**src/rtl/ghr_spec.sv**
```systemverilog
// Global branch history unit: speculative and architectural history registers,
// misprediction repair, pending-branch counter and PHT index (raw or gshare).
module ghr_spec #(
  parameter int                  HIST_LEN   = 8,
  parameter int                  IDX_W      = 8,
  parameter int                  MODE       = 0,
  parameter int                  MAX_PEND   = 15,
  parameter logic [HIST_LEN-1:0] RESET_HIST = HIST_LEN'(2'b01)
) (
  input  logic                            clk_i,
  input  logic                            reset_n_i,
  input  logic                            stall_f_i,
  input  logic                            branch_f_i,
  input  logic                            pred_taken_f_i,
  input  logic [31:0]                     pc_f_i,
  input  logic                            stall_e_i,
  input  logic [1:0]                      branch_op_e_i,
  input  logic                            pc_src_res_e_i,
  input  logic                            mispredict_e_i,
  output logic [HIST_LEN-1:0]             spec_hist_o,
  output logic [HIST_LEN-1:0]             arch_hist_o,
  output logic [IDX_W-1:0]                pht_idx_o,
  output logic [$clog2(MAX_PEND+1)-1:0]   pending_o
);

  localparam int                PEND_W   = $clog2(MAX_PEND + 1);
  localparam logic [PEND_W-1:0] PEND_MAX = PEND_W'(MAX_PEND);

  if (HIST_LEN < 2 || MODE < 0 || MODE > 1 || IDX_W < 1 || IDX_W > 30 || MAX_PEND < 1)
  begin : g_bad_param
    $error("ghr_spec: unsupported parameter values");
  end

  logic                spec_upd;
  logic                resolve;
  logic                repair;
  logic [HIST_LEN-1:0] spec_hist;
  logic [HIST_LEN-1:0] arch_hist;
  logic [HIST_LEN-1:0] arch_next;
  logic [PEND_W-1:0]   pending;
  logic [IDX_W-1:0]    hist_idx;

  assign spec_upd  = branch_f_i & ~stall_f_i;
  assign resolve   = branch_op_e_i[0] & ~stall_e_i;
  assign repair    = resolve & mispredict_e_i;
  assign arch_next = resolve ? {arch_hist[HIST_LEN-2:0], pc_src_res_e_i} : arch_hist;

  // NOTE: sequential state uses non-blocking assignments so the repair path
  // copies the arch_next computed from pre-edge values, not a half-updated one.
  always_ff @(posedge clk_i or negedge reset_n_i) begin
    if (!reset_n_i) begin
      spec_hist <= RESET_HIST;
      arch_hist <= RESET_HIST;
    end else begin
      arch_hist <= arch_next;
      if (repair)
        spec_hist <= arch_next;        // same-cycle fetch is wrong-path
      else if (spec_upd)
        spec_hist <= {spec_hist[HIST_LEN-2:0], pred_taken_f_i};
    end
  end

  always_ff @(posedge clk_i or negedge reset_n_i) begin
    if (!reset_n_i) begin
      pending <= '0;
    end else if (repair) begin
      pending <= '0;
    end else if (spec_upd && !resolve) begin
      if (pending != PEND_MAX)
        pending <= pending + PEND_W'(1);
    end else if (resolve && !spec_upd) begin
      if (pending != '0)
        pending <= pending - PEND_W'(1);
    end
  end

  if (IDX_W <= HIST_LEN) begin : g_idx_trunc
    assign hist_idx = spec_hist[IDX_W-1:0];
  end else begin : g_idx_ext
    assign hist_idx = {{(IDX_W-HIST_LEN){1'b0}}, spec_hist};
  end

  if (MODE == 1) begin : g_gshare
    assign pht_idx_o = pc_f_i[IDX_W+1:2] ^ hist_idx;
  end else begin : g_raw
    assign pht_idx_o = hist_idx;
  end

  assign spec_hist_o = spec_hist;
  assign arch_hist_o = arch_hist;
  assign pending_o   = pending;

  // Bits that only some parameterisations consume.
  logic unused_bits;
  assign unused_bits = ^{pc_f_i, branch_op_e_i[1], spec_hist};

endmodule

```
**config.mk**
```make
export PLATFORM = sky130hd
export DESIGN_NAME = ghr_spec
export DESIGN_NICKNAME = d
export VERILOG_FILES = /design/src/rtl/ghr_spec.sv
export SDC_FILE = /design/constraint.sdc
export NUM_CORES = 1
export LEC_CHECK = 0
export ABC_AREA = 1
export CORE_MARGIN = 1
export CORE_UTILIZATION = 30
export CTS_CLUSTER_SIZE = 40
export DETAILED_ROUTE_END_ITERATION = 7
export PLACE_DENSITY = 0.65
export SYNTH_ARGS = -nofsm -noshare
export SYNTH_HDL_FRONTEND = slang
export SYNTH_SLANG_ARGS = --single-unit
```
**constraint.sdc**
```tcl
create_clock -name clk_i -period 2.84 [get_ports clk_i]
set_clock_uncertainty 0.1 [all_clocks]
set_input_delay 0.284 -clock clk_i [delete_from_list [all_inputs] [get_ports clk_i]]
set_output_delay 0.284 -clock clk_i [all_outputs]
set_load 0.01 [all_outputs]
```
==> results of run 1 <==
-- metal layers --
| metal | track usage (%) | wire length [um] |
|---|---|---|
| met1 | 17.0 | 1200 |
| met2 | 20.2 | 1040 |
| met3 | 2.32 | 110 |
| met4 | 4.26 | 19 |
| met5 | 0 | 0 |
-- worst paths after layout --
check	startpoint	endpoint	slack [ns]
max reg2reg	pending_o[1]	pending_o[2]	1.32
min in group asynchronous	reset_n_i	arch_hist_o[7]	0.41
min reg2reg	arch_hist_o[0]	arch_hist_o[0]	0.39
max in group asynchronous	reset_n_i	pht_idx_o[1]	1.69
min	arch_hist_o[0]	arch_hist_o[0]	0.39
max	stall_e_i	pending_o[3]	0.77
-- layout by cell type (no fill, tap or decap), types with 3 or more instances in the layout --
| cell | synthesis | layout |
|---|---|---|
| clkdlybuf4s50_1 | 0 | 36 |
| dfrtp_1 | 18 | 18 |
| clkbuf_8 | 0 | 4 |
| nand3_1 | 5 | 5 |
| inv_1 | 16 | 16 |
| a21oi_1 | 3 | 3 |
| nor2_1 | 3 | 3 |
| nand2_1 | 56 | 56 |
| o21ai_0 | 3 | 3 |
| o221ai_1 | 7 | 7 |
| nand2_2 | 3 | 3 |
-- cells by family after synthesis --
logic type / after synthesis / synth area share [%]
XOR/XNOR: 1 / 0.765
adder cells (fa/ha/maj): 2 / 2.19
flip-flops: 20 / 43.9
AO/OA/AOI/OAI: 15 / 9.40
buffers and inverters: 30 / 13.0
AND/OR/NAND/NOR: 76 / 30.7
-- flip-flops by register name (all words and copies together), names as in the netlist --
name and flops:
arch_hist_o 8, pht_idx_o 8, pending_o 4
-- area by class of cell --
| cell class | instances | share of cell area (%) |
|---|---|---|
| sequential | 20 | 32.4 |
| multi-input combinational | 94 | 31.8 |
| timing repair buffer | 37 | 23.7 |
| inverter | 19 | 4.60 |
| tap | 48 | 3.87 |
| clock buffer | 4 | 3.55 |
-- power by group --
group          internal, uW  switching (uW)  leakage (uW)  total, uW
registers               359            87.0      0.000254        446
clock network           123            90.4     0.0000288        214
logic                   271             222      0.000429        494
-- stage by stage --
step                hold WS, ns  utilization [%]  total power (uW)  area [um^2]  cells
detailed placement        0.377             40.8               950         1500    218
floorplan                -0.112                -               726         1140    144
CTS                       0.395             42.3              1170         1550    222
global route              0.425             42.3              1250         1550    222
finish                    0.390             42.3              1150         1550    222
global placement          0.374             40.8               944         1500    218
-- critical path: stages --
cell and delay, ns:
clkdlybuf4s50_1 0.54, inv_2 0.05, nand2_2 0.27, nand2_2 0.15, ha_1 0.35, nand2_1 0.06
nand3b_1 0.18, nand2_1 0.08, nand2_1 0.05, nand3_1 0.06, nand2_1 0.05
==> results.json, run 1 <==
{
  "antenna_found_initial": 0,
  "fin_crit_ns": 2.07,
  "vias": 971,
  "firstDrtPassIters": 4,
  "num_rows": 22,
  "ctsHtreeMaxLevel": 1,
  "root_buffer": "clkbuf_8",
  "yosysWarnings": 0,
  "area_delta_synth_final_pct": 35.4,
  "cts_tree": "done",
  "synth_cell_types": 24,
  "track_usage_pct": 12.6,
  "fillers": 374,
  "finalCritPeriodShare_pct": 73.0,
  "cts-buffers-inserted": 3,
  "ys_seq_area_share_pct": 43.9,
  "slew_headroom_pct": 42.3,
  "wl_mm": 2.37,
  "grt_pass1_wl_mm": 4.11,
  "synth.cell_area_mm2": 0.00114,
  "cp_max_fo": 14,
  "setup_tns_ns": 0,
  "yosysMostFrequentCell": "nand2_1",
  "worstMarginPinSlew_ns": 0.862,
  "multiInputGateArea_um2": 493,
  "ys.flop_type": "dfrtp_1",
  "ff2ff_path_depth": 8,
  "max_freq_mhz": 482,
  "start_kind": "primary input",
  "globalplace.congestion": 0.770,
  "cap_violations": 0,
  "vdd_drop_max_uv": 330,
  "die_height_um": 63.8,
  "maxSlewViolCount": 0,
  "cts_max_path_buffers": 2,
  "drc": 0,
  "final.setup.worst_slack_ns": 0.767,
  "vias_per_cell": 4.37,
  "ant_nets": 0,
  "layout.nets": 219,
  "status": "finished, final reports clean",
  "syn_inst": 144,
  "worst_hold_path_type": "reg -> reg",
  "syn_avg_cell_area_um2": 7.95,
  "synthTopCellsByArea": "dfrtp_1, nand2_1, buf_4, o221ai_1, inv_1",
  "syn-num-nets": 188,
  "drive_gt1_share_pct": 10.9,
  "hold_path_depth": 2,
  "dp_slack_ns": 0.477,
  "wl_per_cell_um": 10.7,
  "p_leak_uw": 0.000711,
  "port_buffers": 36,
  "drt_iter0_drc": 38,
  "cts_resized": 0,
  "clock_latency_ns": 0.26,
  "hold_viol_final": 0,
  "endpoint_kind": "flip-flop",
  "ys_top_cells_by_count": "nand2_1, dfrtp_1, inv_1",
  "clkTransAtPathRegs_ns": 0.06,
  "synth_top_area_share_pct": 39.3,
  "die_w_um": 63.8,
  "hpwlAfterDp_mm": 1.76,
  "finalSetupViolCount": 0,
  "cts_hold_buf": 0,
  "diodes": 0,
  "num_io_pins": 70,
  "pwr_density_cell_mw_per_mm2": 744,
  "synth-seq-cells": 20,
  "start_util_pct": 31.3,
  "core_mm2": 0.00366,
  "ff_latch_area_um2": 503,
  "synth_edf_count": 0,
  "grt_pass1_vias": 934,
  "post-cts-setup-buffers": 0,
  "arrival_ns": 2.12,
  "worstPathRequired_ns": 2.89,
  "numClockSinks": 20,
  "rsz0062_at_grt": "no",
  "synthArstFlopShare_pct": 100,
  "die-area_mm2": 0.00407,
  "path_class": "in -> reg",
  "grt_max_degree": 21,
  "yosys.area.top_type": "dfrtp_1",
  "grt_overflow": 0
}
(Power assumes the default switching activity.)
==> run 2, diff against run 1 <==
--- a/config.mk
+++ b/config.mk
@@ -10,7 +10,7 @@
 export CORE_UTILIZATION = 30
 export CTS_CLUSTER_SIZE = 40
 export DETAILED_ROUTE_END_ITERATION = 7
-export PLACE_DENSITY = 0.65
+export PLACE_DENSITY = 0.68
 export SYNTH_ARGS = -nofsm -noshare
 export SYNTH_HDL_FRONTEND = slang
 export SYNTH_SLANG_ARGS = --single-unit
==> constraint.sdc (replaced) <==
create_clock -name clk_i -period 1.87 [get_ports clk_i]
set_clock_uncertainty 0.1 [all_clocks]
set_input_delay 0.187 -clock clk_i [delete_from_list [all_inputs] [get_ports clk_i]]
set_output_delay 0.187 -clock clk_i [all_outputs]
set_load 0.01 [all_outputs]
==> run 2 against run 1 <==
  * Register-to-register slack worse by 0.96 ns
  * Flip-flop and latch count unchanged
  * Global-route usage shrank 0.34 points
  * Power up 54%
  * Sequential share of layout area shrank 1.4 points
  * Combinational power rose by 57%
  * Largest power group unchanged
==> results.json, run 2 (synthesized netlist as in run 1, its figures left out) <==
{
  "drt_iter0_drc": 45,
  "cts-buffers-inserted": 3,
  "r2r-start": "pending_o[1]",
  "layout_common_cells": "nand2_1, clkdlybuf4s50_1, dfrtp_1",
  "cap_violations": 0,
  "num_rows": 22,
  "rsz0062_at_grt": "no",
  "final.setup.worst_slack_ns": 0.191,
  "endpoint_kind": "flip-flop",
  "finalCritPeriodShare_pct": 89.8,
  "max_freq_mhz": 596,
  "pwr_density_cell_mw_per_mm2": 1100,
  "cts_hold_buf": 0,
  "cp_cell_sequence": "clkdlybuf4s50_1, inv_1, nor2_2, nand2_2, ha_1, nand2_1, nand3b_1, nand2_1, nand2_1, nand3_1, nand2_1",
  "p_leak_uw": 0.000754,
  "crit_top_cell": "nand2_1",
  "num_io_pins": 70,
  "drive_gt1_share_pct": 15.3,
  "p_switching_uw": 608,
  "post-cts-setup-buffers": 0,
  "layout.nets": 228,
  "place_inst": 227,
  "cp_max_fo": 4,
  "slew_headroom_pct": 78.8,
  "wl_mm": 2.34,
  "diodes": 0,
  "clkTransAtPathRegs_ns": 0.07,
  "vdd_drop_max_uv": 416,
  "drc": 0,
  "track_usage_pct": 12.3,
  "finalSetupViolCount": 0,
  "cts_tree": "done",
  "start_kind": "primary input",
  "vias": 1012,
  "cts_resized": 0,
  "cp-startpoint": "branch_f_i",
  "root_buffer": "clkbuf_8",
  "grt_max_degree": 21,
  "cp_slowest_cell": "clkdlybuf4s50_1",
  "die_height_um": 63.8,
  "cts_max_path_buffers": 2,
  "wl_per_cell_um": 10.1,
  "path_buf_inv": 2,
  "vias_per_cell": 4.38,
  "crit_family": "simple AND/OR/NAND/NOR gates",
  "switching_share_pct": 34.2,
  "ctsHtreeMaxLevel": 1,
  "ant_nets": 0,
  "numClockSinks": 20,
  "grt_overflow": 0,
  "fin_cells": 231,
  "port_buffers": 36,
  "die-area_mm2": 0.00407,
  "arrival_ns": 1.73,
  "worstMarginPinSlew_ns": 0.318,
  "path_class": "in -> reg",
  "grt_pass1_wl_mm": 3.92,
  "area_delta_synth_final_pct": 41.3,
  "antenna_found_initial": 0,
  "die_w_um": 63.8,
  "fin_crit_ns": 1.68,
  "status": "finished, final reports clean",
  "cpPeakStageDelay_ns": 0.47,
  "grt_pass1_vias": 886,
  "worst_hold_path_type": "in -> async",
  "globalplace.congestion": 0.774,
  "mostFrequentLayoutCell": "nand2_1",
  "hpwlAfterDp_mm": 1.82,
  "firstDrtPassIters": 4,
  "dp_slack_ns": -0.0899,
  "core_mm2": 0.00366,
  "clock_latency_ns": 0.25,
  "clkPwrFrac_pct": 18.1,
  "maxSlewViolCount": 0,
  "hold_viol_final": 0,
  "power.internal_uw": 1170,
  "setup_tns_ns": 0,
  "start_util_pct": 31.3,
  "p_seq_share_pct": 38.1,
  "holdWs_ns": 0.173,
  "worstPathRequired_ns": 1.92,
  "combPwrFrac_pct": 43.8
}
-- run 2: path summary, 6_finish.rpt --
check	end	slack, ns	depth (start not counted)
max reg2reg	pending_o[2]	0.36	8
min in group clk_i	arch_hist_o[0]	0.38	3
min	pending_o[2]	0.17	2
min reg2reg	arch_hist_o[0]	0.40	2
max in group asynchronous	arch_hist_o[0]	1.23	2
max	pending_o[3]	0.19	11
-- run 2: metrics by stage --
stage               utilization [%]  area [um^2]  total power [uW]
finish                         44.2         1620              1780
global placement               42.7         1560              1460
detailed placement             42.7         1560              1470
global route                   44.2         1620              1910
CTS                            44.2         1620              1800
floorplan                         -         1140              1100
-- run 2: final cells by class --
| type | instances | area [um^2] |
|---|---|---|
| clock buffers | 4 | 55.1 |
| fillers | 367 | 2040 |
| inverters | 19 | 71.3 |
| multi-input cells | 94 | 493 |
| flip-flops and latches | 20 | 503 |
| well taps | 48 | 60.1 |
| repair buffers | 46 | 435 |
-- run 2: routing by layer --
metal | GRT usage (%) | vias up | share of wire [%]
met5 | 0 | - | 0
met3 | 3.21 | 2 | 3.4
met1 | 15.7 | 470 | 47
li1 | - | 523 | -
met2 | 20.3 | 17 | 49
met4 | 3.41 | 0 | 0.56
-- run 2: power by group through the flow --
stage | clock network [uW] | logic [uW] | registers (uW)
finish | 321 | 777 | 677
CTS | 332 | 788 | 681
global placement | 0 | 775 | 687
global route | 349 | 860 | 700
detailed placement | 0 | 784 | 689
floorplan | 0 | 393 | 710
==> run 3, diff against run 2 <==
--- a/config.mk
+++ b/config.mk
@@ -10,6 +10,7 @@
 export CORE_UTILIZATION = 30
 export CTS_CLUSTER_SIZE = 40
 export DETAILED_ROUTE_END_ITERATION = 7
+export MAX_ROUTING_LAYER = met4
 export PLACE_DENSITY = 0.68
 export SYNTH_ARGS = -nofsm -noshare
 export SYNTH_HDL_FRONTEND = slang
==> run 3 against run 2 <==
  * Clock-buffer cell count stayed put
  * Core utilization did not move
  * Global-route usage up 0.35 points
  * Non-clock buffer count unchanged
  * Die area stayed put
  * Combinational power barely moved
  * Setup slack hardly changed
  * Largest cell class unchanged
  * Highest routed layer unchanged
==> results.json, run 3 (synthesized netlist as in run 1, its figures left out) <==
{
  "dp_slack_ns": -0.0899,
  "path_class": "in -> reg",
  "drive_gt1_share_pct": 15.3,
  "wl_mm": 2.34,
  "rsz0062_at_grt": "no",
  "die-area_mm2": 0.00407,
  "worst_hold_path_type": "in -> async",
  "max_freq_mhz": 596,
  "hold_viol_final": 0,
  "finalSetupViolCount": 0,
  "fin_crit_ns": 1.68,
  "dpl-instance-area_mm2": 0.00156,
  "num_rows": 22,
  "die_w_um": 63.8,
  "root_buffer": "clkbuf_8",
  "vdd_drop_max_uv": 416,
  "wl_per_cell_um": 10.1,
  "endpoint_kind": "flip-flop",
  "grt_pass1_wl_mm": 3.92,
  "layout.nets": 228,
  "clkTransAtPathRegs_ns": 0.07,
  "drt_iter0_drc": 45,
  "track_usage_pct": 12.6,
  "ctsHtreeMaxLevel": 1,
  "setup_tns_ns": 0,
  "grt_overflow": 0,
  "num_io_pins": 70,
  "numClockSinks": 20,
  "pwr_density_cell_mw_per_mm2": 1100,
  "grt_max_degree": 21,
  "final.setup.worst_slack_ns": 0.191,
  "worstMarginPinSlew_ns": 0.318,
  "drc": 0,
  "power_uw": 1780,
  "grt_pass1_vias": 886,
  "clock_latency_ns": 0.25,
  "finalCritPeriodShare_pct": 89.8,
  "area_delta_synth_final_pct": 41.3,
  "globalplace.congestion": 0.784,
  "cts_hold_buf": 0,
  "status": "finished, final reports clean",
  "diodes": 0,
  "cts_tree": "done",
  "start_kind": "primary input",
  "place_inst": 227,
  "firstDrtPassIters": 4,
  "hpwlAfterDp_mm": 1.82,
  "vias": 1012,
  "ff2ff_setup_slack_ns": 0.36,
  "layout_common_cells": "nand2_1, clkdlybuf4s50_1, dfrtp_1",
  "r2r-start": "pending_o[1]",
  "die_height_um": 63.8,
  "worstPathRequired_ns": 1.92,
  "ant_nets": 0,
  "cap_violations": 0,
  "cp_max_fo": 4,
  "cts_max_path_buffers": 2,
  "antenna_found_initial": 0,
  "fin_area_mm2": 0.00162,
  "mostFrequentLayoutCell": "nand2_1",
  "cts_resized": 0,
  "fin_cells": 231,
  "arrival_ns": 1.73,
  "maxSlewViolCount": 0,
  "core_mm2": 0.00366,
  "r2r-end": "pending_o[2]",
  "p_leak_uw": 0.000754,
  "port_buffers": 36,
  "post-cts-setup-buffers": 0,
  "vias_per_cell": 4.38,
  "slew_headroom_pct": 78.8,
  "start_util_pct": 31.3,
  "ff2ff_path_depth": 8,
  "cts-buffers-inserted": 3
}
-- run 3: cell counts in the layout (fill, tap and decap cells not counted) --
Identical to the previous run, type by type.
-- run 3: layout make-up --
cell class                      instances  area (um^2)
Tap cell                               48         60.1
Multi-Input combinational cell         94          493
Timing Repair Buffer                   46          435
Sequential cell                        20          503
Fill cell                             367         2040
Clock buffer                            4         55.1
Inverter                               19         71.3
-- run 3: worst max-delay path by stage --
stage | to | startpoint
final | pending_o[3] | branch_f_i
after global routing | pending_o[3] | branch_f_i
after CTS | pending_o[3] | branch_f_i
after detailed placement | pending_o[3] | branch_f_i
after global placement | pending_o[3] | branch_f_i
after floorplan | pending_o[3] | branch_f_i
-- run 3: where the power goes --
part / switching, uW / total (uW) / leakage, uW / internal [uW]
Clock: 134 / 321 / 0.0000288 / 187
Sequential: 131 / 677 / 0.000254 / 546
Combinational: 342 / 777 / 0.000472 / 436
Total: 607 / 1780 / 0.000754 / 1170
-- run 3: stage by stage --
step	utilization (%)	hold slack [ns]
floorplan	-	-0.209
global placement	42.7	0.380
detailed placement	42.7	0.392
CTS	44.2	0.181
global route	44.2	0.195
finish	44.2	0.172
-- run 3: critical path, stage by stage --
cell and delay, ns:
clkdlybuf4s50_1 0.47, inv_1 0.05, nor2_2 0.15, nand2_2 0.08
ha_1 0.32, nand2_1 0.05, nand3b_1 0.18, nand2_1 0.08
nand2_1 0.04, nand3_1 0.06, nand2_1 0.05
-- run 3: metal layers --
metal | vias up | GRT usage [%] | share of wire (%)
li1 | 523 | - | -
met1 | 470 | 15.7 | 47
met2 | 17 | 20.3 | 49
met3 | 2 | 3.21 | 3.4
met4 | 0 | 3.41 | 0.56
met5 | - | - | 0
